--- config.mk ---
export PLATFORM = sky130hd
export DESIGN_NAME = rad_cdc_mcp_back_buf
export DESIGN_NICKNAME = d
export VERILOG_FILES = /design/src/rtl/rad_cdc_mcp_back_buf.sv
export SDC_FILE = /design/constraint.sdc
export NUM_CORES = 1
export LEC_CHECK = 0
export CORE_UTILIZATION = 51
export CTS_BUF_LIST = sky130_fd_sc_hd__clkbuf_4
export CTS_CLUSTER_DIAMETER = 30
export DETAILED_ROUTE_END_ITERATION = 7
export HOLD_SLACK_MARGIN = 0.08
export PLACE_DENSITY = 0.79
export SYNTH_ARGS = -nofsm -noshare
export SYNTH_HDL_FRONTEND = slang
export SYNTH_SLANG_ARGS = --single-unit
--- constraint.sdc ---
create_clock -name bclk -period 2.6 [get_ports bclk]
set_clock_uncertainty 0.1 [all_clocks]
set_input_delay 0.26 -clock bclk [delete_from_list [all_inputs] [get_ports bclk]]
set_output_delay 0.26 -clock bclk [all_outputs]
set_load 0.005 [all_outputs]
--- src/rtl/rad_cdc_mcp_back_buf.sv ---
// rad_cdc_mcp_back_buf
// Destination-side (bclk) receive controller for the multi-bit MCP CDC path.
// Each synchronized enable pulse captures the held MCP data bus into a
// DEPTH-entry buffer. Words leave through a valid/ready port. One credit per
// accepted word goes back to the source on back_tgl. While the buffer is
// full, that credit is held back, so the source is paced by buffer space.
//
// Handshake: bdata is transferred on a rising bclk edge where bvalid=1 and
// bready=1. bvalid depends only on registered state and never on bready.
// bdata holds steady while bvalid=1 and bready=0.
//
// Optional build macro RAD_CDC_MCP_BACK_BUF_OVF_EN: when it is defined,
// bovf is a sticky flag that records a word dropped because the source sent
// without a credit. When it is undefined, bovf is tied low.
module rad_cdc_mcp_back_buf #(
  parameter int WIDTH = 8,
  parameter int DEPTH = 2
) (
  input  logic                         bclk,
  input  logic                         brst_n,
  input  logic                         b_en,
  input  logic [WIDTH-1:0]             bdata_in,
  output logic                         bvalid,
  input  logic                         bready,
  output logic [WIDTH-1:0]             bdata,
  output logic                         back_tgl,
  output logic [$clog2(DEPTH+1)-1:0]   bcount,
  output logic                         bovf
);

  localparam int AW = $clog2(DEPTH);
  localparam int CW = $clog2(DEPTH+1);
  localparam logic [CW-1:0] DEPTH_C = CW'(DEPTH);

  // Credit state: a credit is owed when the word that filled the buffer has
  // not yet been acknowledged.
  typedef enum logic {
    ACK_CLEAR = 1'b0,
    ACK_OWED  = 1'b1
  } ack_state_e;

  ack_state_e             ack_state_q, ack_state_d;
  logic                   tgl_q, tgl_d;
  logic [WIDTH-1:0]       mem_q [DEPTH];
  logic [AW-1:0]          wp_q, wp_d;
  logic [AW-1:0]          rp_q, rp_d;
  logic [CW-1:0]          count_q, count_d;
  logic                   full;
  logic                   push;
  logic                   pop;

  // Buffer control: decide push/pop and compute the next pointers and count.
  always_comb begin
    full    = (count_q == DEPTH_C);
    pop     = (count_q != '0) && bready;
    push    = b_en && (!full || pop);
    wp_d    = wp_q;
    rp_d    = rp_q;
    count_d = count_q;
    if (push) wp_d = wp_q + AW'(1);
    if (pop)  rp_d = rp_q + AW'(1);
    case ({push, pop})
      2'b10:   count_d = count_q + CW'(1);
      2'b01:   count_d = count_q - CW'(1);
      default: count_d = count_q;
    endcase
  end

  // Credit FSM next state: send an acknowledge toggle now, or hold it back
  // while the buffer is full. At most one toggle is sent per cycle.
  always_comb begin
    ack_state_d = ack_state_q;
    tgl_d       = tgl_q;
    if (push) begin
      if (count_d != DEPTH_C) begin
        tgl_d = ~tgl_q;
      end else begin
        // Buffer ends full: release any older owed credit; new one is owed.
        if (pop && (ack_state_q == ACK_OWED)) tgl_d = ~tgl_q;
        ack_state_d = ACK_OWED;
      end
    end else if (pop && (ack_state_q == ACK_OWED)) begin
      tgl_d       = ~tgl_q;
      ack_state_d = ACK_CLEAR;
    end
  end

  // Pointer, count and credit-state registers.
  always_ff @(posedge bclk or negedge brst_n) begin
    if (!brst_n) begin
      wp_q        <= '0;
      rp_q        <= '0;
      count_q     <= '0;
      tgl_q       <= 1'b0;
      ack_state_q <= ACK_CLEAR;
    end else begin
      wp_q        <= wp_d;
      rp_q        <= rp_d;
      count_q     <= count_d;
      tgl_q       <= tgl_d;
      ack_state_q <= ack_state_d;
    end
  end

  // Storage: capture the MCP bus into the write slot on an accepted push.
  always_ff @(posedge bclk or negedge brst_n) begin
    if (!brst_n) begin
      for (int i = 0; i < DEPTH; i++) mem_q[i] <= '0;
    end else if (push) begin
      mem_q[wp_q] <= bdata_in;
    end
  end

`ifdef RAD_CDC_MCP_BACK_BUF_OVF_EN
  logic ovf_q;
  logic drop;

  // A word arrives with no free slot and no pop to make room.
  assign drop = b_en && full && !pop;

  // Sticky overflow: set on a dropped word, cleared only by reset.
  always_ff @(posedge bclk or negedge brst_n) begin
    if (!brst_n)   ovf_q <= 1'b0;
    else if (drop) ovf_q <= 1'b1;
  end

  assign bovf = ovf_q;
`else
  assign bovf = 1'b0;
`endif

  assign bvalid   = (count_q != '0);
  assign bdata    = mem_q[rp_q];
  assign back_tgl = tgl_q;
  assign bcount   = count_q;

endmodule

==> run metrics <==
Worst-Margin Slew 0.5288 ns; Hold Crit Class in -> async; crit path DAT 2.46 ns; power density over the cells 1230 mW/mm^2; Non-Filler Instances 129; Synth Area in XOR/XNOR 4.089%; adder-cell share of the synthesized area 1.168%; Max Slew Vio Count 0; CP Capture Type flip-flop; Netlist cell types 25; Synth Area per Inst 14.47 um^2; core area 0.001962 mm^2; R2R Setup Slk 0.25 ns; first-pass GRT wire length 2.822 mm; main combinational cell family by area after synthesis multiplexers; post-route cell area 0.001373 mm^2; grt total ovfl 0; total global-route track usage 18.56%; WP buf/inv 1; VDD IR max 664.5 uV; vias per cell 5.318; unrepaired setup endpoints after global routing false; crit path max fanout 7; Synth area leaders dfrtp_1 51%, mux2_2 16%, mux2_4 11%, o311ai_4 2.5%, xnor2_1 2.5%; fraction of the mapped netlist area in simple logic gates 5.607%; crit path capture back_tgl$_DFF_PN0_; crit path from bcount[1]$_DFF_PN0_; Max Fclk 0.4249 GHz; Yosys reg bits 22; Num CTS Buffers 3; sequential-to-total area share from yosys stat 51.40%; critical path depth 8; share of post-route cells with drive strength above 1 33.33%; final core utilization 69.96%; I/O Buffers 23; Hold Fails Final Rpt 0; via count of the first global-routing pass 649; n_diodes 0; DR iter-0 viols 2; crit-path cells or2_2 > nand2_1 > inv_1 > ha_1 > nor4b_1 > a221o_1 > o21ai_1 > xor2_1; clk buf depth 2; Slowest-stage cell, CP dfrtp_1; Worst path top cell family by delay simple AND/OR/NAND/NOR gates; DR DRC count 0; setup bufs post-CTS 0; final-stage net count 116; CTS tree built; slew margin rel. 64.66%; die area 0.002287 mm^2; initial antenna violation count 0; num ports 25; via count 686; multiplexer share of the synthesized area 28.04%; final setup margin 0.2464 ns; cell count of the worst reg-to-reg path 8; WS Path Type reg -> reg; Syn Nets 87; Die X 47.83 um; placed cells 125; PostCTS Resize Cnt 0; Tmin final 2.354 ns; row count 16; status completed; Pre-Repair DR Iteration Count 2; Final TNS setup 0 ns; largest net degree at the start of global routing 23; CP required 2.70 ns; Max-cap violations 0; Gate Count Post-Synth 74; DP HPWL 1.346 mm; Cell Area, Synth 0.001071 mm^2; most common cell after layout, fill and taps aside clkdlybuf4s50_1; commonest cells after routing, fill and taps aside 23 x clkdlybuf4s50_1, 22 x dfrtp_1, 15 x mux2_2, 8 x mux2_4; clock root buffer clkbuf_4; Initial Util 54.59%; hold_buf cts 0; Max H-tree Level 1; Clock Sinks 22; Startpoint Class flip-flop; # setup viols final 0; remaining antenna violation count after routing 0; Routability Congestion 0.7765; CP max stage delay 0.47 ns; clk_lat worst skew 0.31 ns; DP Area 0.001346 mm^2; Routed Wire Length 1.905 mm; area delta synth->final 28.15%; Leak Pwr 0.5765 nW; Reg2Reg Capture Point back_tgl$_DFF_PN0_; RR Startpoint bcount[1]$_DFF_PN0_; Synth warnings 0; Synth Area in Compound Gates 7.593%; Synth top area share 51.40%; period utilisation layout 90.52%; Die Ht 47.83 um; Avg WL per Cell 14.77 um; Worst-path clk slew 0.12 ns; DP Worst Slack 0.2167 ns; leading area contributor after synthesis dfrtp_1
## per-stage QoR
step	hold slack [ns]	power (mW)
2_1_floorplan	-0.1356	1.157
3_3_place_gp	0.3570	1.511
3_5_place_dp	0.3603	1.540
4_1_cts	0.1859	1.711
5_1_grt	0.2055	1.804
6_report	0.1856	1.689
## worst min-delay path by stage
stage	slack, ns	start	endpoint	cells past startpoint
floorplan	-0.14	brst_n	ack_state_q$_DFFE_PN0P_	0
global placement	0.36	back_tgl$_DFF_PN0_	back_tgl$_DFF_PN0_	1
detailed placement	0.36	back_tgl$_DFF_PN0_	back_tgl$_DFF_PN0_	1
CTS	0.19	brst_n	mem_q[11]$_DFFE_PN0P_	2
global route	0.21	brst_n	mem_q[4]$_DFFE_PN0P_	2
finish	0.19	brst_n	mem_q[6]$_DFFE_PN0P_	2
## layout make-up
type	count	area (um^2)
Sequential cell	22	550.5
Multi-Input combinational cell	48	501.7
Clock buffer	3	22.52
Fill cell	162	589.3
Tap cell	27	33.78
Inverter	2	7.507
Timing Repair Buffer	26	252.7
Clock inverter	1	3.754
## where the power goes
part	internal (mW)	switching, mW	leakage [nW]
clock network	0.0561	0.104	0.0154
logic	0.585	0.292	0.303
registers	0.518	0.133	0.258
total	1.16	0.530	0.576
## layer usage
metal	global-route usage [%]	routed length, um	vias to the layer above	share of wire [%]
li1	-	-	318	-
met1	23.84	829	348	44
met2	32.16	975	18	51
met3	3.396	80	2	4.2
met4	5.000	19	0	1.0
met5	0	0	-	0
## Yosys cell counts
cell / instances
dfrtp_1: 22
mux2_2: 15
mux2_4: 8
xnor2_1: 3
nand2_1: 2
nor2_1: 2
nor2b_1: 2
o21ai_0: 2
xor2_1: 2
a221o_1: 1
a221oi_1: 1
and2_1: 1
buf_4: 1
clkbuf_1: 1
conb_1: 1
ha_1: 1
inv_1: 1
inv_2: 1
mux2_1: 1
nor2_4: 1
nor4b_1: 1
o21ai_1: 1
o311ai_4: 1
o31ai_4: 1
or2_2: 1
## sequential cells by signal (all words and copies together) (netlist names)
name	count
ack_state_q	1
back_tgl	1
bcount	2
mem_q	16
rp_q	1
wp_q	1
## kinds of logic after synthesis
family | Yosys count
other | 1
AO/OA/AOI/OAI | 7
buffers and inverters | 4
adder cells (fa/ha/maj) | 1
XOR/XNOR | 5
AND/OR/NAND/NOR | 10
flip-flops | 22
multiplexers | 24
Power figures use the tool's default switching activity.
